<file path="src/rtl/booth_mul_sequencer_pkg.sv">
// Shared definitions for the Booth multiply sequencer: FSM encodings and
// the radix-2 recode values for the {Q0,Q-1} bit pair.
package booth_mul_sequencer_pkg;

   typedef enum logic [1:0] {
      ST_IDLE = 2'd0,
      ST_RUN  = 2'd1,
      ST_DONE = 2'd2
   } state_t;

   localparam logic [1:0] BOOTH_HOLD0 = 2'b00;
   localparam logic [1:0] BOOTH_ADD   = 2'b01;
   localparam logic [1:0] BOOTH_SUB   = 2'b10;
   localparam logic [1:0] BOOTH_HOLD1 = 2'b11;

endpackage

</file>
<file path="src/rtl/booth_mul_sequencer_if.sv">
// Control-unit <-> multiplier bus. Handshake: start is honoured only while
// busy=0; done is a one-cycle pulse and hi/lo stay valid until the next done or clr.
interface booth_mul_sequencer_if
   import booth_mul_sequencer_pkg::*;
#(
   parameter int WIDTH = 32
);
   logic             start;
   logic [WIDTH-1:0] mcand;
   logic [WIDTH-1:0] mplier;
   logic             busy;
   logic             done;
   logic [WIDTH-1:0] hi;
   logic [WIDTH-1:0] lo;
   state_t           state;

   modport master (
      output start, mcand, mplier,
      input  busy, done, hi, lo, state
   );

   modport slave (
      input  start, mcand, mplier,
      output busy, done, hi, lo, state
   );
endinterface

</file>
<file path="src/rtl/booth_mul_sequencer_booth_step.sv">
// One radix-2 Booth iteration: conditional add/subtract of M into A, then an
// arithmetic right shift of the {A,Q,Q-1} triple. Purely combinational.
module booth_step
   import booth_mul_sequencer_pkg::*;
#(
   parameter int WIDTH = 32
) (
   input  logic [WIDTH:0]   a,
   input  logic [WIDTH-1:0] q,
   input  logic             q_m1,
   input  logic [WIDTH-1:0] m,
   output logic [WIDTH:0]   a_next,
   output logic [WIDTH-1:0] q_next,
   output logic             q_m1_next
);

   logic [WIDTH:0] m_ext;
   logic [WIDTH:0] sum;

   // A carries one guard bit so A-M with M = most-negative stays in range.
   assign m_ext = {m[WIDTH-1], m};

   always_comb begin
      sum = a;
      case ({q[0], q_m1})
         BOOTH_ADD: sum = a + m_ext;
         BOOTH_SUB: sum = a - m_ext;
         default:   sum = a;
      endcase
   end

   assign a_next    = {sum[WIDTH], sum[WIDTH:1]};
   assign q_next    = {sum[0], q[WIDTH-1:1]};
   assign q_m1_next = q[0];

endmodule

</file>
<file path="src/rtl/booth_mul_sequencer.sv">
// Multi-cycle signed multiplier for MUL: one Booth step per clock through a
// single shared adder, result delivered as hi/lo with a one-cycle done pulse.
module booth_mul_sequencer
   import booth_mul_sequencer_pkg::*;
#(
   parameter int WIDTH = 32,
   parameter int CNT_W = 6
) (
   input logic                  clk,
   input logic                  clr,
   booth_mul_sequencer_if.slave bus
);

   state_t           state;
   state_t           state_n;
   logic [WIDTH:0]   a_r;
   logic [WIDTH-1:0] q_r;
   logic             q1_r;
   logic [WIDTH-1:0] m_r;
   logic [WIDTH-1:0] hi_r;
   logic [WIDTH-1:0] lo_r;
   logic [CNT_W-1:0] count;

   logic [WIDTH:0]   a_nx;
   logic [WIDTH-1:0] q_nx;
   logic             q1_nx;
   logic             last_step;

   booth_step #(.WIDTH(WIDTH)) u_step (
      .a         (a_r),
      .q         (q_r),
      .q_m1      (q1_r),
      .m         (m_r),
      .a_next    (a_nx),
      .q_next    (q_nx),
      .q_m1_next (q1_nx)
   );

   assign last_step = (count == CNT_W'(WIDTH - 1));

   always_ff @(posedge clk) begin
      if (clr) state <= ST_IDLE;
      else     state <= state_n;
   end

   always_comb begin
      state_n = state;
      case (state)
         ST_IDLE: if (bus.start) state_n = ST_RUN;
         ST_RUN:  if (last_step) state_n = ST_DONE;
         ST_DONE: state_n = ST_IDLE;
         default: state_n = ST_IDLE;
      endcase
   end

   // The final step's result goes straight into hi/lo so they change in one go.
   always_ff @(posedge clk) begin
      if (clr) begin
         a_r   <= '0;
         q_r   <= '0;
         q1_r  <= 1'b0;
         m_r   <= '0;
         hi_r  <= '0;
         lo_r  <= '0;
         count <= '0;
      end else begin
         case (state)
            ST_IDLE: begin
               if (bus.start) begin
                  m_r   <= bus.mcand;
                  q_r   <= bus.mplier;
                  a_r   <= '0;
                  q1_r  <= 1'b0;
                  count <= '0;
               end
            end
            ST_RUN: begin
               a_r   <= a_nx;
               q_r   <= q_nx;
               q1_r  <= q1_nx;
               count <= count + 1'b1;
               if (last_step) begin
                  hi_r <= a_nx[WIDTH-1:0];
                  lo_r <= q_nx;
               end
            end
            default: ;
         endcase
      end
   end

   assign bus.busy  = (state != ST_IDLE);
   assign bus.done  = (state == ST_DONE);
   assign bus.hi    = hi_r;
   assign bus.lo    = lo_r;
   assign bus.state = state;

endmodule

</file>
<file path="src/flat_wrapper.sv">
// flat-port wrapper written by rule: the top's interface ports become plain ports
module booth_mul_sequencer_flat import booth_mul_sequencer_pkg::*;
#(
   parameter int WIDTH = 32,
   parameter int CNT_W = 6
)
  (clk, clr, bus_start, bus_mcand, bus_mplier, bus_busy, bus_done, bus_hi, bus_lo, bus_state);
  booth_mul_sequencer_if #(.WIDTH(WIDTH)) bus_i ();
  input logic clk;
  input logic clr;
  input wire logic [$bits(bus_i.start)-1:0] bus_start;
  input wire logic [$bits(bus_i.mcand)-1:0] bus_mcand;
  input wire logic [$bits(bus_i.mplier)-1:0] bus_mplier;
  output wire logic [$bits(bus_i.busy)-1:0] bus_busy;
  output wire logic [$bits(bus_i.done)-1:0] bus_done;
  output wire logic [$bits(bus_i.hi)-1:0] bus_hi;
  output wire logic [$bits(bus_i.lo)-1:0] bus_lo;
  output wire logic [$bits(bus_i.state)-1:0] bus_state;
  assign bus_i.start = bus_start;
  assign bus_i.mcand = bus_mcand;
  assign bus_i.mplier = bus_mplier;
  assign bus_busy = bus_i.busy;
  assign bus_done = bus_i.done;
  assign bus_hi = bus_i.hi;
  assign bus_lo = bus_i.lo;
  assign bus_state = bus_i.state;
  booth_mul_sequencer #(.WIDTH(WIDTH), .CNT_W(CNT_W)) u_core (.clk(clk), .clr(clr), .bus(bus_i));
endmodule
</file>
<file path="config.mk">
export PLATFORM = sky130hd
export DESIGN_NAME = booth_mul_sequencer_flat
export DESIGN_NICKNAME = d
export VERILOG_FILES = /design/src/rtl/booth_mul_sequencer_pkg.sv /design/src/rtl/booth_mul_sequencer_if.sv /design/src/rtl/booth_mul_sequencer_booth_step.sv /design/src/rtl/booth_mul_sequencer.sv /design/src/flat_wrapper.sv
export SDC_FILE = /design/constraint.sdc
export NUM_CORES = 1
export LEC_CHECK = 0
export ABC_AREA = 0
export CAP_MARGIN = 20
export CORE_ASPECT_RATIO = 1.25
export CORE_UTILIZATION = 64
export DETAILED_ROUTE_END_ITERATION = 6
export DONT_BUFFER_PORTS = 1
export GPL_TIMING_DRIVEN = 0
export PLACE_DENSITY = 0.78
export SLEW_MARGIN = 20
export SYNTH_ARGS = -nofsm -noshare
export SYNTH_HDL_FRONTEND = slang
export SYNTH_SLANG_ARGS = --single-unit
</file>
<file path="constraint.sdc">
create_clock -name clk -period 4.5 [get_ports clk]
set_input_delay 0.9 -clock clk [delete_from_list [all_inputs] [get_ports clk]]
set_output_delay 0.9 -clock clk [all_outputs]
set_load 0.02 [all_outputs]
</file>
After elaboration in Yosys (flattened, before gate mapping)
Index checks and enable logic that the tools add are counted.
Word-level totals
  bits in registers: 170
  input port bits: 67
  output and inout bits: 68
  logic and storage cells: 37
Operators by class
  add/subtract/negate cells: 3
  equality and inequality tests: 7
  multiplexer cells: 12
  reductions and logical operators: 7
Operators by type and width (number)
  33-bit case mux with 2 select lines: 2
  32-bit case mux with 2 select lines: 1
  33-bit adder: 1
  33-bit two-way mux: 1
  33-bit subtractor: 1
  32-bit two-way mux: 1
  6-bit case mux with 2 select lines: 1
  2-bit AND reduction: 4
  6-bit by 1-bit adder with 6-bit output, second input constant: 1
  6-bit by 5-bit equality test with 1-bit output, second input constant: 1
  6-bit two-way mux: 1
  2-bit by 1-bit equality test with 1-bit output, second input constant: 2
  2-bit equality test, second input constant: 2
  2-bit two-way mux: 2
  2-bit case mux with 2 select lines: 1
  2-bit nonzero test: 2
  2-bit logical NOT: 1
  2-bit by 1-bit != test with 1-bit output, second input constant: 1
  2-bit != test, second input constant: 1
  1-bit case mux with 2 select lines: 1
  1-bit two-way mux: 1

Logic depth before layout (Yosys ltp)
  word-level depth: 3
  gate-level depth with buffers: 18
  gate-level depth less buffers: 18

By module
Synthesis repeated with hierarchy kept, for this count alone.
Unflattened totals
  cell total of the unflattened synthesis: 1271
  area, all modules: 10110.9 sq um
Modules (own cells, without submodules)
  booth_mul_sequencer: times used 1, cells an instance 791, area each 6929.1 sq um, sequential area each 3403.3 sq um
  booth_step: times used 1, cells an instance 480, area each 3181.8 sq um, sequential area each 0.0 sq um

Worst setup path before layout
Ideal clock, no wire load.
  path type: flip-flop to flip-flop
  from: register u_core.m_r[4]
  to: register u_core.hi_r[26], in the netlist u_core.bus.hi[26]
  setup time: 0.142 ns
  arrival: 3.839 ns
  required time: 4.358 ns
  setup slack: 0.519 ns
  stages on the path, launching flop included: 17
  buffers on the path: 1
  clock period less this slack: 3.981 ns
  cell sequence: dfxtp_1 -> buf_6 -> or4_4 -> nor4b_4 -> and2_1 -> nor2_1 -> xnor2_1 -> ha_1 -> a21o_1 -> a21o_1 -> a21o_1 -> a221o_1 -> a221oi_1 -> nand2b_1 -> a311o_1 -> mux2i_1 -> a311oi_1
On the way
  word-level cells in the longest chain between the ends: 2
  elaborated cells on any way between the ends: 3
  those cells by class: add/sub (2); mux (1)
RTL lines
  start, declared: line booth_mul_sequencer.sv:19  | logic [WIDTH-1:0] m_r;
  start signal, assigned: line booth_mul_sequencer.sv:70  | m_r <= bus.mcand;
  33-bit subtractor or 33-bit adder (tied branches): line booth_mul_sequencer_booth_step.sv:27, booth_mul_sequencer_booth_step.sv:26
  33-bit case mux with 2 select lines (*): line booth_mul_sequencer_booth_step.sv:25  | case ({q[0], q_m1})
  end signal, assigned: line booth_mul_sequencer.sv:83  | hi_r <= a_nx[WIDTH-1:0];
  end, declared: line booth_mul_sequencer.sv:20  | logic [WIDTH-1:0] hi_r;
Every way passes the cells marked *; elsewhere a longest branch is shown, timed or not.
A chain may end at the register's enable or synchronous reset.

Worst setup path after layout
  from: register u_core.m_r[5]
  to: register u_core.hi_r[26], in the netlist u_core.bus.hi[26]
The elaborated chain is that of the path after synthesis.

==> run metrics <==
outcome finished, final reports clean; top-count cell post-synth nand2_1; fmax about 230 MHz; Total GRT Usage around 37%; Max FO, Critical Path 6; leakage ~3.8 nW; area of the die 14500 µm²; WP data required around 4.8 ns; Synth area leaders dfxtp_1, nand2_1, a21oi_1; Slew Limit Fails 0; critical path arrival roughly 4.7 ns; Die Wd 108 µm; final setup TNS 0 ns; CP Class reg -> reg; Hold WS around 0.47 ns; vias per cell 6.03; Critical Path Source Type flip-flop; Clock transition at path regs 0.07 ns; mapped cell area around 9000 µm²; 1st-pass router iterations 5; yosys warns 0; PD cells a little over 400 nW/µm²; Avg Cell Area, Syn about 7.4 µm²; I/O Buffers 0; post-synth top area share ~38%; gpl congestion between 1 and 1.5; fin nets roughly 1300; Synth cell types 55; Row Count between 40 and 50; CTS tree done; number of synthesized register bits ~170; H-tree depth 4; final hold vios 0; Post-synth top flop dfxtp_1; initial antenna violation count 0; Largest stage delay, worst path 0.58 ns; # hold bufs at CTS 0; Max IR drop VDD about 0.29 mV; Synth async-reset ratio 0%; Top cell by count, worst path a21o_1; Final setup violation count 0; first-pass GRT wire length just over 40 mm; Clock Tree Buf Depth 2; RSZ-0062 raised after global routing false; Die Ht roughly 130 µm; largest net degree at the start of global routing 17; initial core utilization between 60% and 70%; Detailed Route WL ~26 mm; total grt overflow 0; Final min period about 4.4 ns; top cells by count, synth nand2_1, nor2_1, dfxtp_1; worst min path class reg -> reg; share of layout cells above drive strength 1 under 10%; dpl hpwl around 20 mm; Avg WL per Cell ~19 µm; Max-cap violations 0; hold depth 2; Final Cycle Share 97.0%; # clock sinks 169; ANT cells 0; slowest cell on the critical path or4_4; Overall Power 4.08 mW; FF-to-FF path depth 15; ANT nets after route 0; worst path cell trace or4_4, nor4b_4, and2_4, nor2_1, xnor2_1, ha_1, a21o_1, a21o_1, a21o_1, a221o_1, a221oi_4, nand2b_4, a311o_1, mux2i_1, a311oi_1; EDFF count, synth 0; Filler cells roughly 1100; Cells after DPL between 1000 and 1500; clk_skew 0.00754 ns; Ports around 140; synth-to-layout area growth 10.2%; drt drc 0; relative slew slack between 40% and 50%; register area share after synthesis 37.7%; Finished Layout Cells around 1400; CP Capture Type flip-flop; DRT iter0 DRCs between 700 and 800; post-synth top area cell dfxtp_1; Syn Inst Count 1211; Worst-Skew Late Latency between 0.4 and 0.5 ns; Mapped Nets roughly 1300; vias in the first global route 8023; actual slew at the worst max-slew pin roughly 0.79 ns; root buffer cell clkbuf_16; core area around 14000 µm²; Vias around 8600; CTS Buf Count 17
[through the flow]
stage                     util, %  instance area, µm²  setup slack (ns)
final                        71.9                9880             0.135
after detailed placement     66.9                9200            -0.305
after floorplan                 -                8970             0.519
after global placement       66.8                9190            -0.291
after CTS                    71.3                9810           0.00574
after global routing         71.9                9880           0.00271
[where the power goes]
group / internal [mW] / total (mW) / switching, mW
Sequential: 1.56 / 1.62 / 0.0651
Combinational: 0.342 / 0.946 / 0.604
Clock: 0.844 / 1.51 / 0.664
[area by class of cell]
type	instances	area [µm²]	share of cell area, %
Sequential cell	169	3380	34.2
Multi-Input combinational cell	946	5300	53.6
Inverter	19	71.3	0.722
Clock buffer	18	439	4.44
Clock inverter	13	156	1.58
Timing Repair Buffer	3	22.5	0.228
Tap cell	175	219	2.22
Buffer	76	295	2.99
[state kept, by name (all words and copies together) (netlist names)]
name / cells
u_core.q_r: 32
u_core.bus.state: 2
u_core.m_r: 32
u_core.bus.lo: 32
u_core.q1_r: 1
u_core.count: 6
u_core.a_r: 32
u_core.bus.hi: 32
[cells by family after synthesis]
| kind of cell | synth area share, % |
|---|---|
| muxes | 1.92 |
| xor gates and xnor gates | 5.17 |
| and+or+nand+nor | 27.4 |
| AOI/OAI and AO/OA | 18.6 |
| buffers and inverters | 4.10 |
| DFF | 37.7 |
| adders and majority gates | 5.10 |
[what timing repair did]
item                                    4_1_cts  5_1_grt
pin swaps                                     0        6
gates resized for setup                       6       12
endpoints found under the setup margin       15       16
setup buffers                                 0        3
[placed cells by master (no fill, tap or decap), types with 4 or more instances in the layout]
cell type | netlist | layout
nand2b_1 | 14 | 13
a311oi_1 | 11 | 11
o211ai_1 | 5 | 5
xor2_1 | 14 | 14
xnor2_1 | 39 | 39
nor4_1 | 38 | 37
inv_1 | 19 | 19
nor2_1 | 193 | 192
buf_1 | 11 | 11
o21ai_0 | 35 | 33
and3_1 | 5 | 5
clkbuf_16 | 0 | 17
a21o_1 | 18 | 18
mux2i_1 | 15 | 14
clkinvlp_4 | 0 | 4
or3_1 | 5 | 5
a211oi_1 | 14 | 14
nand2_1 | 207 | 207
inv_6 | 0 | 4
nor2b_1 | 10 | 10
ha_1 | 35 | 35
a31oi_1 | 16 | 15
a21oi_1 | 152 | 152
nand3_1 | 32 | 32
clkbuf_1 | 65 | 62
and2_1 | 9 | 8
nor3_1 | 30 | 29
dfxtp_1 | 169 | 169
[worst paths after layout]
| kind | start | endpoint | slack [ns] |
|---|---|---|---|
| min | u_core.q1_r | u_core.q1_r | 0.47 |
| max reg2reg | u_core.m_r[5] | u_core.bus.hi[26] | 0.13 |
| max | u_core.m_r[5] | u_core.bus.hi[26] | 0.13 |
| min reg2reg | u_core.q1_r | u_core.q1_r | 0.47 |
[critical path, delay by kind of cell, from the launching register on]
kind / cells / cell delay [ns]
compound gates: 7 / 1.70
xor+xnor: 1 / 0.14
fa+ha+maj: 1 / 0.34
flops: 1 / 0.37
mux: 1 / 0.24
simple gates: 5 / 1.42
[per-layer routing]
layer	GRT usage, %	wire length [µm]
met3	6.61	1700
met1	39.6	9810
met5	0	0
met2	65.3	13100
met4	26.2	1820
Power figures use the tool's default switching activity.
==> variant (same flow settings) <==
Add an input register stage for `clr`, without a reset; this delays it by one clock. The other inputs are not delayed to match. Comments in the files are not updated.
--- a/src/rtl/booth_mul_sequencer.sv
+++ b/src/rtl/booth_mul_sequencer.sv
@@ -10,6 +10,12 @@
    input logic                  clr,
    booth_mul_sequencer_if.slave bus
 );
+
+   logic clr_q;
+
+   always_ff @(posedge clk) begin
+      clr_q <= clr;
+   end
 
    state_t           state;
    state_t           state_n;
@@ -39,7 +45,7 @@
    assign last_step = (count == CNT_W'(WIDTH - 1));
 
    always_ff @(posedge clk) begin
-      if (clr) state <= ST_IDLE;
+      if (clr_q) state <= ST_IDLE;
       else     state <= state_n;
    end
 
@@ -55,7 +61,7 @@
 
    // The final step's result goes straight into hi/lo so they change in one go.
    always_ff @(posedge clk) begin
-      if (clr) begin
+      if (clr_q) begin
          a_r   <= '0;
          q_r   <= '0;
          q1_r  <= 1'b0;
Formal check against the unedited RTL: not equivalent (a bounded check fails within 4 cycles, from zero or initial values).
==> variant against the original RTL <==
Wire length fell by 4.4%; die area increased by 0.70%; design area shrank 0.19%; sequential cell count increased by 1; clock power fell by 7%; area after synthesis up 0.71%; power decreased by 2.7%; worst setup slack gained 0.076 ns.
==> variant: results <==
{
  "dp.cells": 1390,
  "r2r_slack_ns": 0.21,
  "path_max_fanout": 7,
  "dp_hpwl_um": 19200,
  "grt_first_pass_wirelength_um": 39300,
  "syn_nets": 1318,
  "start_kind": "flip-flop",
  "pre_cts_ws_ns": -0.0250,
  "grtUsageTotal_pct": 34.7,
  "fin_skew_ns": 0.00807,
  "regToRegEndpoint": "u_core.a_r[30]",
  "reg2reg_from": "u_core.m_r[4]",
  "vias": 8621,
  "dr.pass1.iters": 6,
  "post_drt_via_cell_ratio": 6.07,
  "drt_iter0_drc": 777,
  "r2r_cells": 16,
  "synth_commonest_cells": "nand2_1 (208), nor2_1 (186), dfxtp_1 (170)",
  "yosys-top-cells-area": "dfxtp_1 (38%), nand2_1 (8.6%), a21oi_1 (8.4%), nor2_1 (7.7%), ha_1 (4.8%)",
  "grt_pass1_vias": 7931,
  "leakagePower_nw": 3.68,
  "gp_congestion": 0.973,
  "numCtsBuffers": 17,
  "hold_depth": 2,
  "drive_above_1_share_pct": 4.41,
  "arrival_ns": 4.62,
  "synthCells": 1215,
  "yosysSeqAreaShare_pct": 37.7,
  "routedWlPerCell_um": 17.8,
  "status": "complete, no violations",
  "grt_start_max_net_pins": 17,
  "place_area_um2": 9250,
  "synth_cell_type_count": 60,
  "peakVddDrop_v": 0.000303
}
-- variant: changes by cell type in the layout (fill, tap and decap cells not counted), moves of 3 or more --
cell / change
nand3_1: +6
nand2b_1: +3
nor3b_1: -3
nor2_1: -7
clkbuf_1: +4
o21a_1: +3
-- variant: cell families after synthesis --
family,count (synthesis),synth area share [%]
fa+ha+maj,36,5.07
simple gates,554,27.1
flops,170,37.7
xor+xnor,51,4.94
compound gates,290,19.1
mux,16,1.95
buf+inv,98,4.20
-- variant: area by class of cell --
| type | count | area [µm²] |
|---|---|---|
| Buffer | 78 | 307 |
| Clock buffer | 20 | 447 |
| Clock inverter | 11 | 113 |
| Fill cell | 1194 | 3950 |
| Inverter | 18 | 67.6 |
| Multi-Input combinational cell | 947 | 5290 |
| Sequential cell | 170 | 3400 |
| Tap cell | 175 | 219 |
| Timing Repair Buffer | 2 | 15.0 |
-- variant: metrics by stage --
step	hold slack (ns)	util (%)
after floorplan	0.446	-
after global routing	0.485	71.4
final	0.468	71.4
after detailed placement	0.462	67.0
after CTS	0.472	71.2
after global placement	0.455	67.0
-- variant: worst max path at each step --
| stage | to | slack, ns | depth (start not counted) |
|---|---|---|---|
| finish | u_core.a_r[30] | 0.21 | 16 |
| global route | u_core.a_r[30] | 0.008 | 15 |
| CTS | u_core.a_r[28] | 0.05 | 17 |
| detailed placement | u_core.bus.hi[28] | -0.03 | 17 |
| global placement | u_core.bus.hi[28] | -0.004 | 17 |
| floorplan | u_core.bus.hi[28] | 0.60 | 16 |
-- variant: timing repair --
action | in CTS | in global routing
hold buffers | 0 | 0
setup buffers | 2 | 0
resized for setup | 1 | 15
pin swaps | 0 | 1
gates cloned | 0 | 0
setup endpoints to repair | 6 | 17
-- variant: routing by layer --
layer / wire [µm] / track usage, %
met1: 10100 / 40.2
met2: 12400 / 61.1
met3: 1880 / 6.61
met4: 921 / 16.1
met5: 0 / 0
-- variant: worst min-delay path, cell delays in order (launching register included) --
cell and delay [ns]:
dfxtp_1 0.31, nand3_1 0.06, a21oi_1 0.05
-- variant: power breakdown --
group | switching (mW) | internal (mW)
clock | 0.628 | 0.782
combinational | 0.584 | 0.342
sequential | 0.0660 | 1.57
